===== src/rtl/seg7_scan_driver.sv =====
// Time-multiplexed 8-digit hex driver for the 7-segment display.
// A loaded value waits in a pending register and swaps in only at a frame boundary.
module seg7_scan_driver #(
    parameter int SCAN_DIV = 50000,
    parameter bit LZ_BLANK = 1'b0
) (
    input  logic        clk,
    input  logic        rst,
    input  logic        load,
    input  logic [31:0] data,
    input  logic [7:0]  dp,
    output logic        busy,
    output logic [7:0]  led_en,
    output logic [7:0]  seg
);

    localparam int                DIV_W    = $clog2(SCAN_DIV);
    localparam logic [DIV_W-1:0]  DIV_LAST = DIV_W'(SCAN_DIV - 1);

    typedef enum logic {
        ST_IDLE,
        ST_PEND
    } hs_state_t;

    hs_state_t        state;
    hs_state_t        state_nxt;
    logic [DIV_W-1:0] div_cnt;
    logic [2:0]       idx;
    logic             tick;
    logic             frame_end;
    logic             capture;
    logic             apply;

    logic [31:0]      pend;
    logic [7:0]       pend_dp;
    logic [31:0]      shadow;
    logic [7:0]       dp_sh;

    logic [3:0]       nibble;
    logic [7:0]       blank_mask;
    logic [7:0]       seg_nxt;

    // {ca..cg}, active-low
    function automatic logic [6:0] font7(input logic [3:0] nib);
        logic [6:0] f;
        f = 7'b1111111;
        case (nib)
            4'h0: f = 7'b0000001;
            4'h1: f = 7'b1001111;
            4'h2: f = 7'b0010010;
            4'h3: f = 7'b0000110;
            4'h4: f = 7'b1001100;
            4'h5: f = 7'b0100100;
            4'h6: f = 7'b0100000;
            4'h7: f = 7'b0001111;
            4'h8: f = 7'b0000000;
            4'h9: f = 7'b0000100;
            4'hA: f = 7'b0001000;
            4'hB: f = 7'b1100000;
            4'hC: f = 7'b0110001;
            4'hD: f = 7'b1000010;
            4'hE: f = 7'b0110000;
            4'hF: f = 7'b0111000;
            default: f = 7'b1111111;
        endcase
        return f;
    endfunction

    assign tick      = (div_cnt == DIV_LAST);
    assign frame_end = tick && (idx == 3'd7);
    assign busy      = (state == ST_PEND);

    // NOTE: sequential state is written with non-blocking assignments only, so
    // every register samples the pre-edge values of the others.
    always_ff @(posedge clk) begin
        if (rst) begin
            div_cnt <= '0;
            idx     <= 3'd0;
        end else begin
            div_cnt <= tick ? '0 : div_cnt + DIV_W'(1);
            if (tick)
                idx <= idx + 3'd1;
        end
    end

    // NOTE: every signal driven here gets a default first, so no path can
    // leave one unassigned and infer a latch.
    always_comb begin
        state_nxt = state;
        capture   = 1'b0;
        apply     = 1'b0;
        case (state)
            ST_IDLE: begin
                if (load) begin
                    capture   = 1'b1;
                    state_nxt = ST_PEND;
                end
            end
            ST_PEND: begin
                // A load taken on a boundary cycle lands in ST_IDLE's branch,
                // so it waits for the following boundary.
                if (frame_end) begin
                    apply     = 1'b1;
                    state_nxt = ST_IDLE;
                end
            end
            default: state_nxt = ST_IDLE;
        endcase
    end

    // NOTE: the value registers are flops, not a RAM, so they take the reset
    // too; otherwise the first frame after reset would show stale digits.
    always_ff @(posedge clk) begin
        if (rst) begin
            state   <= ST_IDLE;
            pend    <= 32'd0;
            pend_dp <= 8'd0;
            shadow  <= 32'd0;
            dp_sh   <= 8'd0;
        end else begin
            state <= state_nxt;
            if (capture) begin
                pend    <= data;
                pend_dp <= dp;
            end
            if (apply) begin
                shadow <= pend;
                dp_sh  <= pend_dp;
            end
        end
    end

    // Digit k>0 is a leading zero when everything from its nibble upward is zero.
    always_comb begin
        blank_mask = 8'd0;
        for (int k = 1; k < 8; k++)
            blank_mask[k] = ((shadow >> (4 * k)) == 32'd0);
    end

    always_comb begin
        nibble = shadow[{idx, 2'b00} +: 4];
        if (LZ_BLANK && blank_mask[idx])
            seg_nxt = 8'hFF;
        else
            seg_nxt = {font7(nibble), ~dp_sh[idx]};
    end

    always_ff @(posedge clk) begin
        if (rst) begin
            led_en <= 8'hFF;
            seg    <= 8'hFF;
        end else begin
            led_en <= ~(8'b1 << idx);
            seg    <= seg_nxt;
        end
    end

endmodule


===== config.mk =====
export PLATFORM = sky130hd
export DESIGN_NAME = seg7_scan_driver
export DESIGN_NICKNAME = d
export VERILOG_FILES = /design/src/rtl/seg7_scan_driver.sv
export SDC_FILE = /design/constraint.sdc
export NUM_CORES = 1
export LEC_CHECK = 0
export BUFFER_PORTS_ARGS = -buffer_cell sky130_fd_sc_hd__buf_4
export CAP_MARGIN = 10
export CORE_UTILIZATION = 45
export CTS_CLUSTER_SIZE = 24
export DETAILED_ROUTE_END_ITERATION = 16
export SLEW_MARGIN = 20
export SYNTH_ARGS = -nofsm -noshare
export SYNTH_HDL_FRONTEND = slang
export SYNTH_SLANG_ARGS = --single-unit

===== constraint.sdc =====
create_clock -name clk -period 2.8 [get_ports clk]
set_input_delay 0.56 -clock clk [delete_from_list [all_inputs] [get_ports clk]]
set_output_delay 0.56 -clock clk [all_outputs]
set_load 0.01 [all_outputs]

==> qor.yml, run 1 <==
final_layout:
  syn_to_final_growth_pct: 23.8
  nNetsFinal: 652
  mostFrequentLayoutCells: "nand2_1 (179), dfxtp_1 (116), a21oi_1 (83)"
  final_cell_area_mm2: 0.00574
  final_common_cell: "nand2_1"
  drive_gt1_share_pct: 18.6
  fin_cells: 741
  antenna_cells: 0
detailed_routing:
  dr.pass1.iters: 7
  drt_wl_total_mm: 9.42
  vias: 3720
  ant_nets: 0
  wl_per_cell_um: 12.7
  drt-vias-per-instance: 5.02
  drc: 0
  drt_iter0_drc: 152
place:
  placed_cell_area_mm2: 0.00516
  hpwl_mm: 6.35
  io_buffers: 59
  place.gp.congestion: 0.772
  dp_cells: 710
worst_setup_path:
  path_cells: "mux4_2, mux2_2, inv_1, ha_1, o21ai_0, o21ai_0, a2bb2oi_1"
  crit_path_max_fanout: 16
  reg2reg_depth: 7
  crit_cells: 7
  slowest_delay_ns: 0.67
  setup.worst_path.end_class: "register"
  critical_path_buf_inv_count: 1
  crit_path_frequent_cell: "o21ai_0"
  criticalPathCategory: "register to register"
  cp.arrival_ns: 2.70
  worstPathRequired_ns: 3.24
  slowest_stage: "dfxtp_1"
  cp-start-kind: "register"
  cp_top_family: "multiplexers"
timing:
  rsz0062_at_grt: "no"
  finalSetupViolations: 0
  hold_slack_ns: 0.293
  timing.final.hold_violations: 0
  fin_crit_ns: 2.27
  finalClockSkew_ns: 0.0134
  slew-limit-headroom_pct: 52.0
  worst_slew_pin_slew_ns: 0.720
  slew_violations: 0
  fmax_ghz: 0.441
  setup_tns_ns: 0
  fin_crit_sh_pct: 80.9
logic_synthesis:
  synthArstFlopShare_pct: 0
  synth_fp_nets: 599
  synth.area.top_cells: "dfxtp_1 (50%), nand2_1 (14%), a21oi_1 (9.0%)"
  ys_types: 44
  ys_seq_elements: 116
  synth_enable_flop_cells: 0
  avgSynthCellArea_um2: 8.54
  ys_seq_area_share_pct: 50.1
  synthesis.instances: 543
  syn-cell-area_mm2: 0.00464
  synth_ff_type: "dfxtp_1"
  yosys_warnings: 0
  synth_top_area_share_pct: 50.1
  yosys.area.top_type: "dfxtp_1"
power_and_ir_drop:
  swShare_pct: 20.8
  power_frac_clock_pct: 52.9
  p_leak_nw: 2.23
  power_density_mw_per_mm2: 696
  internal_power_mw: 3.16
  comb_power_share_pct: 4.1
  p_seq_share_pct: 43.0
  vdd_drop_max_v: 0.000480
  p_sw_uw: 829
grt:
  globalRouteMet2Util_pct: 30.3
  grt_overflow: 0
  first_global_vias: 3544
  grt_max_degree: 47
  gr-usage-met3_pct: 5.48
  grt_pass1_wl_mm: 16.2
  gr-max-usage-layer: "met2"
  grt_usage_pct: 18.8
  met1_usage_pct: 23.8
  antenna_found_initial: 0
clock_tree:
  h-tree-depth: 4
  cts_inserted_buffers: 17
  root_buffer: "clkbuf_8"
  clock-sinks: 116
  cts_resized: 0
  clk_pin_slew_worst_paths_ns: 0.06
  cts_tree: "built"
  cts_hold_buf: 0
  cts_setup_buffers: 0
  clock_latency_ns: 0.51
  clock_path_buffers: 2
floorplan:
  initial_core_util_pct: 47.0
  die_y_um: 104
  rows: 36
  num_io_pins: 60
  dieArea_mm2: 0.0107
  core_area_mm2: 0.00986
  dieWidth_um: 104
worst_hold_path:
  hold_path_depth: 3
  hp-class: "primary input to register"
run:
  cap_violations: 0
run_status:
  status: "complete, no violations"
==> area by class of cell <==
cell class | count | area (um^2)
well taps | 133 | 166
fillers | 918 | 4120
inverters | 9 | 33.8
clock buffers | 22 | 453
repair buffers | 66 | 495
flip-flops and latches | 116 | 2320
multi-input cells | 386 | 2140
clock inverters | 9 | 129
==> worst paths after layout <==
path	start	end	slack, ns
worst min register to register	dp_sh[5]	dp_sh[5]	0.45
worst max-delay path	idx[1]	seg[4]	0.53
worst max register to register	idx[1]	seg[4]	0.53
worst min-delay path	data[9]	pend[9]	0.29
==> power groups by stage <==
stage | Sequential, mW | Clock [mW] | Combinational (mW)
finish | 1.72 | 2.11 | 0.162
global route | 1.72 | 2.23 | 0.182
CTS | 1.72 | 2.15 | 0.165
detailed placement | 1.75 | 0 | 0.164
global placement | 1.75 | 0 | 0.161
floorplan | 1.75 | 0 | 0.0862
==> Yosys cell counts, types with 3 or more instances <==
| library cell | number |
|---|---|
| a21oi_1 | 83 |
| ha_1 | 13 |
| mux4_2 | 5 |
| nand2_1 | 179 |
| xor2_1 | 7 |
| nand3_1 | 7 |
| o21ai_0 | 5 |
| inv_1 | 7 |
| mux2_2 | 4 |
| buf_2 | 9 |
| xnor2_1 | 8 |
| nand2b_1 | 3 |
| mux2i_1 | 6 |
| nor3_1 | 3 |
| dfxtp_1 | 116 |
| clkbuf_1 | 20 |
| nor2_1 | 30 |
| and3_1 | 4 |
| mux4_1 | 3 |
==> sequential cells by signal, summed over array words and instances (netlist names) <==
register / cells
shadow: 32
seg: 8
pend_dp: 8
busy: 1
idx: 3
div_cnt: 16
led_en: 8
pend: 32
dp_sh: 8
==> logic make-up (layout without fill, tap and decap cells) <==
family	Yosys count	count (layout)	share of synthesized area, %
AOI/OAI and AO/OA	102	102	11.8
xor gates and xnor gates	15	15	2.83
adders and majority gates	13	13	3.51
buffers and inverters	41	106	3.88
DFF	116	116	50.1
muxes	19	19	6.88
and+or+nand+nor	237	237	21.0
==> metal layers <==
| layer | vias to the layer above | wire, um |
|---|---|---|
| met3 | 7 | 413 |
| li1 | 1906 | - |
| met2 | 78 | 4410 |
| met1 | 1729 | 4510 |
| met4 | 0 | 93 |
| met5 | - | 0 |
==> tightest hold or removal path, delay by kind of cell <==
family | cells | cell delay, ns
AOI/OAI and AO/OA | 1 | 0.05
and+or+nand+nor | 1 | 0.04
buffers and inverters | 1 | 0.11
==> through the flow <==
stage	utilization, %	worst slack [ns]	power [mW]
after floorplan	-	0.625	1.84
after global placement	52.3	0.581	1.91
after detailed placement	52.3	0.516	1.92
after CTS	58.2	0.514	4.03
after global routing	58.2	0.371	4.13
final	58.2	0.534	3.99
No activity file was read; power rests on OpenSTA's default activity.
==> run 2: changes to the inputs <==
ABC_AREA = 1   (was unset)
PLACE_DENSITY = 0.67   (was unset)
clock period = 2 ns   (was 2.8 ns; I/O delays follow)
==> qor.yml, run 2 <==
run_status:
  status: "complete, no violations"  # unchanged
worst_setup_path:
  slowest_delay_ns: 0.34  # was 0.67 ns
  cp.arrival_ns: 2.19  # was 2.70 ns
  criticalPathCategory: "register to register"  # unchanged
  reg2reg_depth: 13  # was 7
  worstPathRequired_ns: 2.39  # was 3.24 ns
  path_cells: "buf_12, inv_4, nand2_1, nand3_1, nand3_1, o21ai_1, buf_4, inv_1, ha_1, nand3_1, nand2_1, nand2_1, nand3_1"  # was mux4_2, mux2_2, inv_1, ha_1, o21ai_0, o21ai_0, a2bb2oi_1
  crit_path_max_fanout: 25  # was 16
  cp-start-kind: "register"  # unchanged
  critical_path_buf_inv_count: 4  # was 1
  slowest_stage: "dfxtp_2"  # was dfxtp_1
  crit_path_frequent_cell: "nand3_1"  # was o21ai_0
  cp_top_family: "simple AND/OR/NAND/NOR gates"  # was multiplexers
  crit_cells: 13  # was 7
  setup.worst_path.end_class: "register"  # unchanged
detailed_routing:
  wl_per_cell_um: 11.7  # was 12.7 um
  ant_nets: 0  # unchanged
  drt-vias-per-instance: 4.74  # was 5.02
  dr.pass1.iters: 5  # was 7
  drt_wl_total_mm: 10.9  # was 9.42 mm
  vias: 4419  # was 3720
  drt_iter0_drc: 205  # was 152
  drc: 0  # unchanged
logic_synthesis:
  yosys.area.top_type: "dfxtp_1"  # unchanged
  yosys_warnings: 0  # unchanged
  ys_seq_area_share_pct: 46.0  # was 50.1%
  synth_ff_type: "dfxtp_1"  # unchanged
  ys_seq_elements: 116  # unchanged
  syn-cell-area_mm2: 0.00505  # was 0.00464 mm^2
  synthTopCellsByCount: "nor2_1 (183), nand2_1 (170), dfxtp_1 (116)"  # was nand2_1 (179), dfxtp_1 (116), a21oi_1 (83)
  yosysMostFrequentCell: "nor2_1"  # was nand2_1
  synthArstFlopShare_pct: 0  # unchanged
  ys_types: 31  # was 44
  synth.area.top_cells: "dfxtp_1 (46%), nor2_1 (14%), nand2_1 (13%)"  # was dfxtp_1 (50%), nand2_1 (14%), a21oi_1 (9.0%)
  synthesis.instances: 725  # was 543
  synth_fp_nets: 781  # was 599
  synth_top_area_share_pct: 46.0  # was 50.1%
  synth_enable_flop_cells: 0  # unchanged
  avgSynthCellArea_um2: 6.97  # was 8.54 um^2
power_and_ir_drop:
  power_frac_clock_pct: 51.7  # was 52.9%
  internal_power_mw: 4.29  # was 3.16 mW
  p_sw_mw: 1.25  # was 829 uW
  p_seq_share_pct: 43.9  # was 43.0%
  comb_power_share_pct: 4.4  # was 4.1%
  swShare_pct: 22.5  # was 20.8%
  power_density_mw_per_mm2: 895  # was 696 mW/mm^2
  vdd_drop_max_v: 0.000591  # was 0.000480 V
  p_leak_nw: 3.08  # was 2.23 nW
  finalPower_mw: 5.54  # was 3.99 mW
worst_hold_path:
  hp-class: "primary input to register"  # unchanged
  hold_path_depth: 3  # unchanged
timing:
  slew_violations: 0  # unchanged
  finalSetupViolations: 0  # unchanged
  worst_slew_pin_slew_ns: 0.389  # was 0.720 ns
  fmax_ghz: 0.554  # was 0.441 GHz
  fin_crit_ns: 1.80  # was 2.27 ns
  finalClockSkew_ns: 0.00872  # was 0.0134 ns
  slew-limit-headroom_pct: 74.1  # was 52.0%
  setup_tns_ns: 0  # unchanged
  hold_slack_ns: 0.100  # was 0.293 ns
  timing.final.hold_violations: 0  # unchanged
  fin_crit_sh_pct: 90.2  # was 80.9%
  rsz0062_at_grt: "no"  # unchanged
floorplan:
  num_io_pins: 60  # unchanged
  initial_core_util_pct: 46.4  # was 47.0%
  rows: 38  # was 36
  core_area_mm2: 0.0109  # was 0.00986 mm^2
  dieArea_mm2: 0.0117  # was 0.0107 mm^2
  dieWidth_um: 108  # was 104 um
  die_y_um: 108  # was 104 um
final_layout:
  seq_area_mm2: 0.00232  # about the same
  mostFrequentLayoutCells: "nor2_1 (182), nand2_1 (169), dfxtp_1 (115)"  # was nand2_1 (179), dfxtp_1 (116), a21oi_1 (83)
  final_cell_area_mm2: 0.00619  # was 0.00574 mm^2
  syn_to_final_growth_pct: 22.5  # was 23.8%
  antenna_cells: 0  # unchanged
  fin_cells: 933  # was 741
  filler_cell_count: 999  # was 918
  multi_input_comb_area_mm2: 0.00228  # was 0.00214 mm^2
  drive_gt1_share_pct: 15.9  # was 18.6%
  final_common_cell: "nor2_1"  # was nand2_1
  nNetsFinal: 837  # was 652
  reg_top3: "pend x32, shadow x32, div_cnt x16"  # unchanged
clock_tree:
  clock_latency_ns: 0.52  # was 0.51 ns
  h-tree-depth: 4  # unchanged
  cts_inserted_buffers: 17  # unchanged
  cts_hold_buf: 0  # unchanged
  cts_tree: "built"  # unchanged
  root_buffer: "clkbuf_8"  # unchanged
  clock_path_buffers: 2  # unchanged
  clk_pin_slew_worst_paths_ns: 0.06  # about the same
  clock-sinks: 116  # unchanged
run:
  cap_violations: 0  # unchanged
place:
  place.gp.congestion: 0.866  # was 0.772
  placed_cell_area_mm2: 0.00562  # was 0.00516 mm^2
  hpwl_mm: 7.24  # was 6.35 mm
  dp_cells: 901  # was 710
  io_buffers: 59  # unchanged
grt:
  grt_overflow: 0  # unchanged
  grt_max_degree: 51  # was 47
  grt_usage_pct: 20.6  # was 18.8%
  grt_pass1_wl_mm: 18.9  # was 16.2 mm
  antenna_found_initial: 0  # unchanged
  first_global_vias: 4188  # was 3544
## run 2: cell types whose count changed after synthesis, moves of 6 or more
cell,change
inv_2,+6
xor2_1,-7
a21oi_1,-67
nor2_1,+153
o21ai_0,+44
nand2_1,-9
mux2i_1,-6
inv_1,+54
nand3_1,+36
## run 2: power by group through the flow
stage               clock (mW)  combinational, mW  sequential (mW)
floorplan                    0              0.129             2.47
global placement             0              0.236             2.48
detailed placement           0              0.244             2.48
CTS                       2.91              0.245             2.43
global route              3.02              0.277             2.44
finish                    2.86              0.243             2.43
## run 2: cells by family (layout without fill, tap and decap cells)
kind of cell,count (synthesis),after routing,share of synthesized area (%)
XOR/XNOR,3,3,0.520
adder cells (fa/ha/maj),13,13,3.22
AO/OA/AOI/OAI,68,68,6.86
AND/OR/NAND/NOR,422,422,34.5
buffers and inverters,103,171,8.96
flip-flops,116,116,46.0
## run 2: path summary, 6_finish.rpt
check                   from          to  slack, ns
setup / recovery      idx[0]      seg[4]       0.20
setup reg to reg      idx[0]      seg[4]       0.20
hold reg to reg   div_cnt[0]  div_cnt[0]       0.44
hold / removal         dp[0]  pend_dp[0]       0.10
## run 2: final cells by class
cell class,instances,share of cell area [%]
Tap cell,140,2.83
Clock buffer,18,6.91
Timing Repair Buffer,71,9.42
Multi-Input combinational cell,506,36.9
Sequential cell,116,37.5
Clock inverter,13,2.18
Inverter,69,4.22
## run 2: tightest hold or removal path, stage by stage
cell	delay, ns
buf_4	0.08
nor2_1	0.03
nor2_1	0.08
## run 2: per-layer routing
metal,vias to the layer above,track usage (%),routed length (um)
li1,2353,-,-
met1,1954,26.5,5320
met2,97,32.6,4930
met3,15,5.49,537
met4,0,8.12,155
met5,-,0,0
## run 2: through the flow
stage          setup slack (ns)  util, %
2_1_floorplan             0.253        -
3_3_place_gp              0.223     51.6
3_5_place_dp              0.136     51.6
4_1_cts                  0.0860     56.7
5_1_grt                  0.0186     56.8
6_report                  0.196     56.8
## run 2: what timing repair did
| item | 4_1_cts | 5_1_grt |
|---|---|---|
| gates resized for setup | 0 | 2 |
| setup buffers | 0 | 1 |
| endpoints found under the setup margin | 0 | 6 |
==> run 3: changes to the inputs <==
CORE_UTILIZATION = 52   (was 45)
PLACE_DENSITY = unset   (was 0.67)
PLACE_DENSITY_LB_ADDON = 0.08   (was unset)
==> qor.yml, run 3 (synthesis gave the netlist of run 2 again) <==
run_status:
  status: "complete, no violations"  # unchanged
worst_setup_path:
  slowest_stage: "dfxtp_2"  # unchanged
  reg2reg_depth: 10  # was 13
  worstPathRequired_ns: 2.39  # about the same
  criticalPathCategory: "register to register"  # unchanged
  timing.rr.end: "seg[4]"  # unchanged
  slowest_delay_ns: 0.48  # was 0.34 ns
  crit_path_max_fanout: 13  # was 25
  setup.worst_path.end_class: "register"  # unchanged
  r2r_slack_ns: 0.22  # was 0.20 ns
  path_cells: "inv_4, nand2_1, nand3_1, nand3_1, o21ai_1, buf_4, ha_1, nand3_1, nand3_1, nand3_1"  # was buf_12, inv_4, nand2_1, nand3_1, nand3_1, o21ai_1, buf_4, inv_1, ha_1, nand3_1, nand2_1, nand2_1, nand3_1
  r2r-start: "idx[0]"  # unchanged
  cp-start-kind: "register"  # unchanged
  cp.arrival_ns: 2.17  # was 2.19 ns
  crit_path_frequent_cell: "nand3_1"  # unchanged
timing:
  timing.final.hold_violations: 0  # unchanged
  fin_crit_ns: 1.78  # was 1.80 ns
  worst_slew_pin_slew_ns: 0.408  # was 0.389 ns
  rsz0062_at_grt: "no"  # unchanged
  setup_tns_ns: 0  # unchanged
  finalSetupViolations: 0  # unchanged
  slew-limit-headroom_pct: 72.7  # was 74.1%
  fin_crit_sh_pct: 89.0  # was 90.2%
  slew_violations: 0  # unchanged
  setup_ws_ns: 0.220  # was 0.196 ns
  finalClockSkew_ns: 0.00870  # was 0.00872 ns
  fmax_ghz: 0.562  # was 0.554 GHz
grt:
  antenna_found_initial: 0  # unchanged
  grt_max_degree: 82  # was 51
  grt_overflow: 0  # unchanged
  first_global_vias: 4082  # was 4188
  grt_usage_pct: 23.5  # was 20.6%
  grt_pass1_wl_mm: 18.7  # was 18.9 mm
clock_tree:
  root_buffer: "clkbuf_8"  # unchanged
  clock_path_buffers: 2  # unchanged
  clk_pin_slew_worst_paths_ns: 0.06  # about the same
  cts_tree: "built"  # unchanged
  cts_inserted_buffers: 17  # unchanged
  h-tree-depth: 4  # unchanged
  clock-sinks: 116  # unchanged
  clock_latency_ns: 0.52  # about the same
final_layout:
  mostFrequentLayoutCells: "nor2_1 (182), nand2_1 (169), dfxtp_1 (115)"  # unchanged
  antenna_cells: 0  # unchanged
  filler_cell_count: 857  # was 999
  seq_area_mm2: 0.00232  # unchanged
  fin_cells: 922  # was 933
  nNetsFinal: 836  # was 837
  drive_gt1_share_pct: 15.8  # was 15.9%
  reg_top3: "pend x32, shadow x32, div_cnt x16"  # unchanged
  fin_util_pct: 66.3  # was 56.8%
  multi_input_comb_area_mm2: 0.00228  # unchanged
  final_common_cell: "nor2_1"  # unchanged
  syn_to_final_growth_pct: 22.3  # was 22.5%
run:
  cap_violations: 0  # unchanged
worst_hold_path:
  hp-start: "data[7]"  # was dp[0]
  hold_end: "pend[7]"  # was pend_dp[0]
  hold_path_depth: 3  # unchanged
  hp-class: "primary input to register"  # unchanged
power_and_ir_drop:
  p_leak_nw: 3.09  # was 3.08 nW
  power_density_mw_per_mm2: 928  # was 895 mW/mm^2
  vdd_drop_max_v: 0.000591  # about the same
detailed_routing:
  dr.pass1.iters: 4  # was 5
  drt_wl_total_mm: 10.9  # about the same
  vias: 4433  # was 4419
  drt-vias-per-instance: 4.81  # was 4.74
  drt_iter0_drc: 199  # was 205
  wl_per_cell_um: 11.8  # was 11.7 um
  ant_nets: 0  # unchanged
  drc: 0  # unchanged
place:
  place.gp.congestion: 0.853  # was 0.866
  dp_cells: 890  # was 901
  hpwl_mm: 6.81  # was 7.24 mm
  place_ws_ns: 0.0814  # was 0.136 ns
  io_buffers: 59  # unchanged
floorplan:
  core_area_mm2: 0.00933  # was 0.0109 mm^2
  dieArea_mm2: 0.0101  # was 0.0117 mm^2
  dieWidth_um: 101  # was 108 um
  num_io_pins: 60  # unchanged
  die_y_um: 101  # was 108 um
  initial_core_util_pct: 54.2  # was 46.4%
  rows: 35  # was 38
run 3: power by group:
part	switching (mW)	internal, mW	leakage, nW	total [mW]
registers	0.0425	2.39	0.948	2.43
clock network	1.10	1.96	0.287	3.06
logic	0.128	0.113	1.86	0.241
run 3: cell type report:
| class | instances | area share, % |
|---|---|---|
| Sequential cell | 116 | 37.6 |
| Multi-Input combinational cell | 506 | 37.0 |
| Timing Repair Buffer | 70 | 8.91 |
| Clock buffer | 20 | 7.21 |
| Inverter | 69 | 4.23 |
| Tap cell | 129 | 2.61 |
| Clock inverter | 12 | 2.49 |
run 3: worst max-delay path by stage:
stage | from | cells past startpoint | end | slack, ns
after global placement | idx[0] | 8 | seg[3] | 0.14
after floorplan | idx[0] | 12 | seg[7] | 0.25
after CTS | idx[0] | 10 | seg[7] | 0.05
final | idx[0] | 10 | seg[4] | 0.22
after detailed placement | idx[0] | 10 | seg[7] | 0.08
after global routing | idx[0] | 12 | seg[4] | 0.04
run 3: timing repair:
action	4_1_cts	5_1_grt
hold buffers	0	0
setup buffers	0	0
resized for setup	0	2
setup endpoints to repair	0	48
hold endpoints to repair	0	0
run 3: metrics by stage:
stage	instance area (um^2)	power [mW]	hold slack, ns
CTS	6180	5.77	0.0873
global placement	5580	2.72	0.429
global route	6180	5.94	0.0940
floorplan	5050	2.60	0.417
finish	6180	5.74	0.0990
detailed placement	5580	2.72	0.438
run 3: critical path: cells and delay by family (launching register included):
kind	cells	cell delay, ns
buf+inv	2	0.29
simple gates	6	0.53
compound gates	1	0.08
flops	1	0.48
fa+ha+maj	1	0.27
run 3: routing by layer:
layer	vias up	share of wire [%]	track usage, %	wire length [um]
met5	-	0	0	0
met1	1987	47	30.0	5130
met3	10	3.6	6.10	396
met2	84	48	38.5	5270
li1	2352	-	-	-
met4	0	0.94	7.80	102
